$ cat src/rtl/timestamp_reader.sv
// Host-side reader for the trigger-timer capture chain: clocks out CHANNELS*WIDTH
// serial timestamp bits, presents them with a valid/ready handshake, then re-arms the chain.
module timestamp_reader #(
  parameter int CHANNELS     = 4,
  parameter int WIDTH        = 32,
  parameter int HALF_PERIOD  = 4,
  parameter int REARM_CYCLES = 4
) (
  input  logic                        clk,
  input  logic                        reset,
  input  logic                        data_ready,
  input  logic                        data_in,
  output logic                        data_clk,
  output logic                        target_reset,
  output logic [CHANNELS*WIDTH-1:0]   timestamps,
  output logic                        ts_valid,
  input  logic                        ts_ready,
  output logic                        busy
);

  localparam int N  = CHANNELS * WIDTH;
  localparam int CW = $clog2(N + 1);
  localparam int PW = $clog2(HALF_PERIOD);
  localparam int RW = $clog2(REARM_CYCLES + 1);

  localparam logic [CW-1:0] BIT_LAST   = CW'(N);
  localparam logic [PW-1:0] PHASE_LAST = PW'(HALF_PERIOD - 1);
  localparam logic [RW-1:0] REARM_LAST = RW'(REARM_CYCLES - 1);

  if (HALF_PERIOD < 3) begin : g_bad_half_period
    $error("timestamp_reader: HALF_PERIOD must be >= 3");
  end
  if (REARM_CYCLES < 1) begin : g_bad_rearm
    $error("timestamp_reader: REARM_CYCLES must be >= 1");
  end
  if (N < 2) begin : g_bad_frame
    $error("timestamp_reader: CHANNELS*WIDTH must be >= 2");
  end

  typedef enum logic [2:0] {
    IDLE,
    LOW,
    HIGH,
    PRESENT,
    REARM,
    WAIT_CLR
  } state_t;

  state_t          state;
  logic [PW-1:0]   phase;
  logic [CW-1:0]   bit_cnt;
  logic [RW-1:0]   rearm_cnt;
  logic [N-1:0]    sr;

  logic dr_meta, dr_sync;
  logic din_meta, din_sync;

  // Both chain signals cross from the timer board's domain; each gets its own 2-flop stage.
  always_ff @(posedge clk or posedge reset) begin
    if (reset) begin
      dr_meta  <= 1'b0;
      dr_sync  <= 1'b0;
      din_meta <= 1'b0;
      din_sync <= 1'b0;
    end else begin
      // NOTE: non-blocking assignments make each flop take the previous stage's old value,
      // which is what builds a two-deep pipeline instead of a single wire.
      dr_meta  <= data_ready;
      dr_sync  <= dr_meta;
      din_meta <= data_in;
      din_sync <= din_meta;
    end
  end

  always_ff @(posedge clk or posedge reset) begin
    if (reset) begin
      state        <= IDLE;
      phase        <= '0;
      bit_cnt      <= '0;
      rearm_cnt    <= '0;
      // NOTE: the shift register is plain flops, not a RAM, so clearing it on reset is free
      // and guarantees no partial frame survives an abort.
      sr           <= '0;
      timestamps   <= '0;
      data_clk     <= 1'b0;
      target_reset <= 1'b0;
      ts_valid     <= 1'b0;
    end else begin
      unique case (state)
        IDLE: begin
          if (dr_sync) begin
            bit_cnt <= '0;
            phase   <= '0;
            state   <= LOW;
          end
        end

        // Sample at the end of the low phase so the synchronized bit has settled.
        LOW: begin
          if (phase == PHASE_LAST) begin
            phase    <= '0;
            sr       <= {sr[N-2:0], din_sync};
            data_clk <= 1'b1;
            state    <= HIGH;
          end else begin
            phase <= phase + 1'b1;
          end
        end

        HIGH: begin
          if (phase == PHASE_LAST) begin
            phase    <= '0;
            data_clk <= 1'b0;
            bit_cnt  <= bit_cnt + 1'b1;
            if ((bit_cnt + 1'b1) == BIT_LAST) begin
              timestamps <= sr;
              ts_valid   <= 1'b1;
              state      <= PRESENT;
            end else begin
              state <= LOW;
            end
          end else begin
            phase <= phase + 1'b1;
          end
        end

        PRESENT: begin
          if (ts_ready) begin
            ts_valid     <= 1'b0;
            target_reset <= 1'b1;
            rearm_cnt    <= '0;
            state        <= REARM;
          end
        end

        REARM: begin
          if (rearm_cnt == REARM_LAST) begin
            target_reset <= 1'b0;
            state        <= WAIT_CLR;
          end else begin
            rearm_cnt <= rearm_cnt + 1'b1;
          end
        end

        // Hold off until the chain drops data_ready so a stale frame is never re-read.
        WAIT_CLR: begin
          if (!dr_sync) state <= IDLE;
        end

        default: state <= IDLE;
      endcase
    end
  end

  assign busy = (state != IDLE);

endmodule

$ cat config.mk
export PLATFORM = sky130hd
export DESIGN_NAME = timestamp_reader
export DESIGN_NICKNAME = d
export VERILOG_FILES = /design/src/rtl/timestamp_reader.sv
export SDC_FILE = /design/constraint.sdc
export NUM_CORES = 1
export LEC_CHECK = 0
export ABC_CLOCK_PERIOD_IN_PS = 19700
export BUFFER_PORTS_ARGS = -buffer_cell sky130_fd_sc_hd__buf_4
export CORE_MARGIN = 2
export CORE_UTILIZATION = 45
export DETAILED_ROUTE_END_ITERATION = 7
export PLACE_DENSITY = 0.65
export SLEW_MARGIN = 10
export SYNTH_ARGS = -nofsm -noshare
export SYNTH_HDL_FRONTEND = slang
export SYNTH_SLANG_ARGS = --single-unit
$ cat constraint.sdc
create_clock -name clk -period 19.7 [get_ports clk]
set_input_delay 5.91 -clock clk [delete_from_list [all_inputs] [get_ports clk]]
set_output_delay 5.91 -clock clk [all_outputs]
set_load 0.01 [all_outputs]
Word level (Yosys, flattened, before mapping)

Cells that the tools add are included.

Add/sub/neg operators: 3
Eq/ne operators: 16
Mux-type cells: 27
Reductions and logical operators: 17

Operators with widths:

| kind                                                 | number |
|---|---|
| 2-to-1 mux 3 bit                                     | 8 |
| case mux 3 bit (6 select lines)                      | 1 |
| 2-to-1 mux 8 bit                                     | 2 |
| inequality test 2 bit (second input constant)        | 8 |
| case mux 8 bit (2 select lines)                      | 1 |
| AND reduction 3 bit                                  | 5 |
| nonzero test 2 bit                                   | 5 |
| equality test 3 x 2 -> 1 bit (second input constant) | 3 |
| adder 8 x 1 -> 8 bit (second input constant)         | 1 |
| equality test 8 bit (second input constant)          | 1 |
| 2-to-1 mux 1 bit                                     | 7 |
| equality test 3 bit (second input constant)          | 2 |
| 2-to-1 mux 2 bit                                     | 3 |
| case mux 1 bit (2 select lines)                      | 3 |
| case mux 3 bit (2 select lines)                      | 1 |
| AND reduction 6 bit                                  | 1 |
| case mux 2 bit (2 select lines)                      | 1 |
| AND reduction 2 bit                                  | 2 |
| AND reduction 4 bit                                  | 1 |
| adder 3 x 1 -> 3 bit (second input constant)         | 1 |
| equality test 3 x 1 -> 1 bit (second input constant) | 1 |
| zero test 3 bit                                      | 1 |
| nonzero test 3 bit                                   | 1 |
| adder 2 x 1 -> 2 bit (second input constant)         | 1 |
| other kinds (2)                                      | 2 |

Bits of input ports: 5
Flip-flop bits (word level): 279

Depth between registers and ports, before layout

Gate-level depths: netlist (run 1).

Depth in word-level cells: 5
Mapped depth: 7

Worst setup path after synthesis (run 1)

OpenSTA, ideal clock, no wires.

Kind: register to output
Start point: register state[1]
End point: output busy
Setup slack: 12.930 ns
Data arrival time: 0.860 ns
Data required time: 13.790 ns
Stages on the path, launching flop included: 4
Buffers on the path: 1
Path through: dfrtp_1 clkbuf_1 nor3_1 inv_1

Longest elaborated chain between the ends: 1

RTL lines:

| item                     | RTL line | RTL |
|---|---|---|
| start: declaration       | 49       | `state_t state;` |
| start signal: assignment | 77       | `state <= IDLE;` |
| start signal: assignment | 94       | `state <= LOW;` |
| start signal: assignment | 104      | `state <= HIGH;` |
| nonzero test 3 bit       | 155      | `assign busy = (state != IDLE);` |
| end: declaration         | 18       | `output logic busy` |

No other way between the ends.

Final worst setup path (run 1)

Ends and elaborated chain as after synthesis.

==> impl_metrics.csv, run 1 <==
group,metric,value,unit
outcome,run_status,"finished clean",
floorplanning,die_width,158,um
timing,final.period_utilization,0.386,
critical_path,worstSetupEndpointType,"output port",
power,p_int,1020,uW
timing,post-route-min-period,7.61,ns
critical_path,reg_to_reg_startpoint,"state[1]",
timing,hold_violations,0,
clock_tree,cts_root_buf,"sky130_fd_sc_hd__clkbuf_16",
layout,final_design_area_no_fill,0.0130,mm2
critical_path,regToRegSetupSlack,16.76,ns
synth,number_of_warning_messages_in_the_yosys_log,0,
critical_path,crit_path_end,"busy",
timing,rsz_0062_raised_after_global_routing,"false",
synth,synthesized_flop_and_latch_total,279,
drt,firstDrtPassIters,4,
synth,share_of_the_synthesized_area_in_the_top_cell_type,0.652,
layout,diodes,0,
timing,setup-violations-final,0,
synth,post-synth-top-count-cell,"sky130_fd_sc_hd__dfrtp_1",
clock_tree,cts_sink_count,279,
synth,synth.area.top_cells,"sky130_fd_sc_hd__dfrtp_1 (65%), sky130_fd_sc_hd__mux2_2 (17%), sky130_fd_sc_hd__mux2_1 (10%)",
floorplanning,fp.coreArea,0.0234,mm2
drt,via_count,5822,
grt,grt_overflow,0,
drt,totalWireLength,19.1,mm
power,p_sw_frac,0.239,
clock_tree,clkTransAtPathRegs,0.06,ns
grt,grt_pass1_wl,31.3,mm
power,ir_worst_vdd,0.0570,mV
synth,synth_sequential_area_ratio,0.652,
synth,netlist-cell-type-count,44,
synth,leading_register_cell_type_out_of_synthesis,"sky130_fd_sc_hd__dfrtp_1",
clock_tree,cts.path.max_buffers,3,
drt,route.detailed.drc,0,
synth,number_of_enable_type_register_cells_in_the_synthesized_netlist,0,
drt,wire_per_inst,16.8,um
drt,first_iter_violations,298,
floorplanning,start_util,0.457,
power,power.combinational.fraction,0.103,
placed_design,hpwl,11.9,mm
placed_design,dpl_cell_area,0.0120,mm2
critical_path,worstRegToRegCells,5,
power,power.density_cell_area,103,mW/mm2
clock_tree,postCtsSetupRepairBufs,0,
power,power.net_switching,321,uW
floorplanning,placementRows,56,
clock_tree,hold_buffers,0,
critical_path,crit_start,"state[1]",
grt,grt_usage,0.154,
clock_tree,cts_buffers,28,
grt,first_global_vias,6083,
critical_path,timing.critical_path.required,13.79,ns
critical_path,cp_data_arrival_time,1.70,ns
power,clock_share_of_power,0.436,
power,totalPowerFinal,1340,uW
clock_tree,cts_resized,0,
power,leakagePower,0.00683,uW
clock_tree,clock_tree_from_tritoncts,"yes",
timing,clock-skew-final,0.0178,ns
timing,worst_pin_slew,1.03,ns
synth,async_reset_ff_frac,1.00,
layout,finalNetCount,809,
critical_path,r2r_end,"timestamps[11]",
grt,grt_max_degree,116,
synth,ys_top_cells_by_count,"sky130_fd_sc_hd__dfrtp_1 (279), sky130_fd_sc_hd__mux2_2 (158), sky130_fd_sc_hd__mux2_1 (98), sky130_fd_sc_hd__o21ai_0 (15), sky130_fd_sc_hd__buf_2 (14)",
floorplanning,boundaryPins,137,
synth,syn-mean-instance-area,16.2,um2
critical_path,crit_type,"flip-flop to output port",
floorplanning,floorplan.die_area,0.0250,mm2
worst_hold_path,min_path_type,"flip-flop to flip-flop",
drt,viasPerCell,5.11,
critical_path,critical_path.max_fanout,20,
placed_design,io_buffers,136,
layout,synthToLayoutAreaGrowth,21.5,%
timing,max-slew-margin-rel,0.316,
flow_run,drv.max_cap_violation_count,0,
synth,synth_cells,662,
timing,postLayoutSetupSlackWorst,12.09,ns
clock_tree,worstSkewPairLatency,0.54,ns
timing,slew_violations,0,
layout,post_route_cells_drive_above_1_share,0.429,
placed_design,pre_cts_slack,11.98,ns
worst_hold_path,hold_path_depth,0,
clock_tree,cts_h_tree_depth,1,
synth,synth_top_cell_by_area,"sky130_fd_sc_hd__dfrtp_1",
layout,n_fill_cell,1914,
synth,synth_fp_nets,671,
synth,syn_area,0.0107,mm2
grt,antenna_violations_before_repair,0,
critical_path,critPathLaunchType,"flip-flop",
placed_design,gpl.final_weighted_congestion,0.756,
drt,antenna_violating_nets_remaining,0,
timing,fin_setup_tns,0,ns
timing,max_freq,131,MHz
floorplanning,die_y,158,um
power,share_of_total_power_in_sequential_cells,0.461,
## power by group through the flow
stage	logic, uW	registers (uW)	clock network (uW)
6_report	139	619	585
2_1_floorplan	121	613	0
4_1_cts	142	618	601
3_3_place_gp	135	627	0
3_5_place_dp	142	629	0
5_1_grt	154	623	625
## cells in the final DEF (no fill, tap or decap), types with 2 or more instances in the layout
master / Yosys / final
sky130_fd_sc_hd__clkbuf_1: 8 / 3
sky130_fd_sc_hd__a21oi_1: 8 / 8
sky130_fd_sc_hd__dfrtp_1: 279 / 279
sky130_fd_sc_hd__and4_1: 2 / 2
sky130_fd_sc_hd__nor3_1: 3 / 3
sky130_fd_sc_hd__bufinv_16: 0 / 7
sky130_fd_sc_hd__o21a_1: 3 / 3
sky130_fd_sc_hd__nand4_1: 2 / 2
sky130_fd_sc_hd__mux2_1: 98 / 98
sky130_fd_sc_hd__mux2_2: 158 / 158
sky130_fd_sc_hd__nand3_1: 7 / 7
sky130_fd_sc_hd__nand3b_1: 3 / 3
sky130_fd_sc_hd__clkinv_2: 0 / 7
sky130_fd_sc_hd__a211oi_1: 2 / 2
sky130_fd_sc_hd__xor2_1: 2 / 2
sky130_fd_sc_hd__clkbuf_8: 0 / 4
sky130_fd_sc_hd__nor2b_1: 2 / 2
sky130_fd_sc_hd__mux2i_1: 2 / 2
sky130_fd_sc_hd__o21ai_0: 15 / 15
sky130_fd_sc_hd__a21o_1: 3 / 3
sky130_fd_sc_hd__ha_1: 4 / 4
sky130_fd_sc_hd__nand2_1: 5 / 5
sky130_fd_sc_hd__nor2_1: 5 / 5
sky130_fd_sc_hd__buf_4: 1 / 142
sky130_fd_sc_hd__nand2b_1: 3 / 3
sky130_fd_sc_hd__clkbuf_16: 0 / 28
sky130_fd_sc_hd__inv_1: 4 / 3
## critical path, stage by stage (launching register included)
cell                      delay [ns]
sky130_fd_sc_hd__dfrtp_1        0.60
sky130_fd_sc_hd__nor3_1         0.33
sky130_fd_sc_hd__inv_1          0.08
sky130_fd_sc_hd__buf_4          0.15
## kinds of logic (layout without fill, tap and decap cells)
family	count (synthesis)	in the layout	synth area share
buffers and inverters	38	196	0.0223
and+or+nand+nor	39	39	0.0222
AOI/OAI and AO/OA	41	41	0.0248
xor gates and xnor gates	3	3	0.00246
adders and majority gates	4	4	0.00468
muxes	258	258	0.271
DFF	279	279	0.652
## per-stage QoR
stage,utilization,hold WS (ns),cells
after detailed placement,0.512,0.340,1089
final,0.556,0.353,1139
after global placement,0.512,0.335,1089
after floorplan,-,0.331,662
after CTS,0.556,0.354,1139
after global routing,0.556,0.361,1139
## flip-flops by register name, summed over array words and instances (netlist names), 2 cells and up
register	count
phase	2
bit_cnt	8
sr	128
timestamps	128
state	3
rearm_cnt	3
## area by class of cell
class,count,area (um2),area share
multi-input combinational,345,3510,0.270
tap,319,399,0.0307
inverter,4,22.5,0.00173
clock inverter,15,262,0.0201
timing repair buffer,142,1070,0.0820
sequential,279,6980,0.537
clock buffer,35,767,0.0590
## routing by layer
layer | vias to the layer above | global-route usage | wire length, um
li1 | 2668 | - | -
met1 | 2996 | 0.208 | 8410
met2 | 112 | 0.247 | 9090
met3 | 46 | 0.0334 | 971
met4 | 0 | 0.0562 | 624
met5 | - | 0 | 0
## worst min-delay path by stage
stage                  start       end
floorplan           din_meta  din_sync
global placement    din_meta  din_sync
detailed placement   dr_meta   dr_sync
CTS                  dr_meta   dr_sync
global route         dr_meta   dr_sync
finish               dr_meta   dr_sync
(Power assumes the default switching activity.)
==> run 2: changes to the inputs <==
--- a/config.mk
+++ b/config.mk
@@ -5,7 +5,7 @@
 export SDC_FILE = /design/constraint.sdc
 export NUM_CORES = 1
 export LEC_CHECK = 0
-export ABC_CLOCK_PERIOD_IN_PS = 19700
+export ABC_CLOCK_PERIOD_IN_PS = 7870
 export BUFFER_PORTS_ARGS = -buffer_cell sky130_fd_sc_hd__buf_4
 export CORE_MARGIN = 2
 export CORE_UTILIZATION = 45
==> constraint.sdc (replaced) <==
create_clock -name clk -period 7.87 [get_ports clk]
set_input_delay 2.361 -clock clk [delete_from_list [all_inputs] [get_ports clk]]
set_output_delay 2.361 -clock clk [all_outputs]
set_load 0.01 [all_outputs]
==> run 2 against run 1 <==
Wire length fell by 0.14%. Core utilization decreased by 0.44 points. Clock skew shrank 0.0016 ns. Setup slack worse by 8.3 ns. Combinational power grew to 2.5 times the previous value. Worst hold slack got worse by 0.0077 ns. Die area unchanged. Clock power is 120% higher. Non-clock buffer count up 1. Largest power group unchanged.
==> impl_metrics.csv, run 2 (same netlist as run 1, synthesis figures left out) <==
group,metric,value,unit
placed_design,gpl.final_weighted_congestion,0.720,
clock_tree,cts_h_tree_depth,1,
timing,max_freq,244,MHz
floorplanning,fp.coreArea,0.0234,mm2
grt,antenna_violations_before_repair,0,
placed_design,numPlacedInstances,1090,
placed_design,hpwl,12.0,mm
drt,via_count,5798,
worst_hold_path,min_path_type,"flip-flop to flip-flop",
drt,antenna_violating_nets_remaining,0,
placed_design,pre_cts_slack,3.76,ns
layout,fin_cells,1140,
drt,firstDrtPassIters,4,
drt,wire_per_inst,16.7,um
clock_tree,clock_tree_from_tritoncts,"yes",
floorplanning,die_y,158,um
layout,final_design_area_no_fill,0.0129,mm2
layout,diodes,0,
layout,post_route_cells_drive_above_1_share,0.426,
power,power.combinational.fraction,0.109,
flow_run,drv.max_cap_violation_count,0,
layout,largestRegisters,"sr (128), timestamps (128), bit_cnt (8)",
floorplanning,floorplan.die_area,0.0250,mm2
timing,post-route-min-period,4.10,ns
floorplanning,die_width,158,um
layout,finalNetCount,811,
drt,first_iter_violations,290,
power,ir_worst_vdd,0.142,mV
power,p_sw_frac,0.248,
clock_tree,postCtsSetupRepairBufs,0,
power,leakagePower,0.00677,uW
power,totalPowerFinal,3200,uW
clock_tree,clkTransAtPathRegs,0.06,ns
layout,final_common_cell,"sky130_fd_sc_hd__dfrtp_1",
floorplanning,start_util,0.457,
clock_tree,worstSkewPairLatency,0.54,ns
placed_design,dpl_cell_area,0.0120,mm2
timing,postLayoutSetupSlackWorst,3.77,ns
grt,grt_overflow,0,
power,power.net_switching,794,uW
grt,first_global_vias,6120,
critical_path,cp_data_arrival_time,1.74,ns
clock_tree,cts_root_buf,"sky130_fd_sc_hd__clkbuf_16",
timing,fin_setup_tns,0,ns
layout,final_cell_mix,"sky130_fd_sc_hd__dfrtp_1 (279), sky130_fd_sc_hd__mux2_2 (158), sky130_fd_sc_hd__buf_4 (142)",
power,clock_share_of_power,0.406,
critical_path,worstSetupEndpointType,"output port",
timing,hold_violations,0,
grt,grt_usage,0.155,
clock_tree,hold_buffers,0,
floorplanning,placementRows,56,
critical_path,critical_path.max_fanout,20,
timing,clock-skew-final,0.0162,ns
grt,grt_pass1_wl,31.7,mm
critical_path,timing.critical_path.required,5.51,ns
drt,route.detailed.drc,0,
drt,totalWireLength,19.1,mm
timing,max-slew-margin-rel,0.365,
drt,viasPerCell,5.09,
power,p_int,2400,uW
grt,grt_max_degree,153,
critical_path,crit_type,"flip-flop to output port",
clock_tree,cts.path.max_buffers,3,
timing,worst_pin_slew,0.952,ns
clock_tree,cts_buffers,29,
power,share_of_total_power_in_sequential_cells,0.484,
critical_path,critPathLaunchType,"flip-flop",
timing,final.period_utilization,0.521,
timing,rsz_0062_raised_after_global_routing,"false",
timing,slew_violations,0,
power,power.density_cell_area,248,mW/mm2
timing,setup-violations-final,0,
layout,synthToLayoutAreaGrowth,20.6,%
placed_design,io_buffers,136,
clock_tree,cts_sink_count,279,
outcome,run_status,"finished clean",
clock_tree,cts_resized,0,
floorplanning,boundaryPins,137,
==> run 2: cell types whose count changed in the layout (fill, tap and decap cells not counted) <==
cell,delta
sky130_fd_sc_hd__inv_8,-1
sky130_fd_sc_hd__clkinv_8,-1
sky130_fd_sc_hd__clkinvlp_4,+3
sky130_fd_sc_hd__buf_12,+1
sky130_fd_sc_hd__bufinv_16,-6
sky130_fd_sc_hd__clkbuf_16,+1
sky130_fd_sc_hd__inv_6,+1
sky130_fd_sc_hd__clkinv_2,-2
sky130_fd_sc_hd__clkbuf_8,+2
sky130_fd_sc_hd__clkbuf_1,+3
==> run 2: metal layers <==
layer  routed length, um  global-route usage
met1                8410               0.210
met2                9340               0.255
met3                 919              0.0304
met4                 410              0.0489
met5                   0                   0
==> run 2: cell type report <==
cell class              count  area (um2)
clock buffers              41         831
clock inverters             9        78.8
fillers                  1938       10500
inverters                   4        18.8
multi-input cells         345        3510
flip-flops and latches    279        6980
well taps                 319         399
repair buffers            143        1090
==> run 2: worst paths after layout <==
check | to | start | depth (start not counted) | slack [ns]
hold / removal | dr_sync | dr_meta | 0 | 0.34
hold reg to reg | dr_sync | dr_meta | 0 | 0.34
setup reg to reg | timestamps[94] | state[1] | 5 | 4.88
setup / recovery | busy | state[1] | 3 | 3.77
min in group asynchronous | sr[24] | reset | 3 | 2.03
max in group asynchronous | sr[124] | reset | 4 | 4.42
==> run 2: power by group through the flow <==
| stage | registers (uW) | logic, uW | clock network (uW) |
|---|---|---|---|
| floorplan | 1540 | 303 | 0 |
| global placement | 1570 | 337 | 0 |
| detailed placement | 1570 | 354 | 0 |
| CTS | 1550 | 356 | 1340 |
| global route | 1560 | 384 | 1400 |
| finish | 1550 | 350 | 1300 |
==> run 2: worst max-delay path, cell delays in order (launching register included) <==
cell and delay [ns]:
sky130_fd_sc_hd__dfrtp_1 0.60, sky130_fd_sc_hd__nor3_1 0.38, sky130_fd_sc_hd__inv_1 0.07, sky130_fd_sc_hd__buf_4 0.15
==> run 2: stage by stage <==
| step | util | hold WS [ns] |
|---|---|---|
| final | 0.551 | 0.345 |
| after global routing | 0.551 | 0.363 |
| after CTS | 0.551 | 0.349 |
| after detailed placement | 0.513 | 0.336 |
| after global placement | 0.513 | 0.334 |
| after floorplan | - | 0.331 |
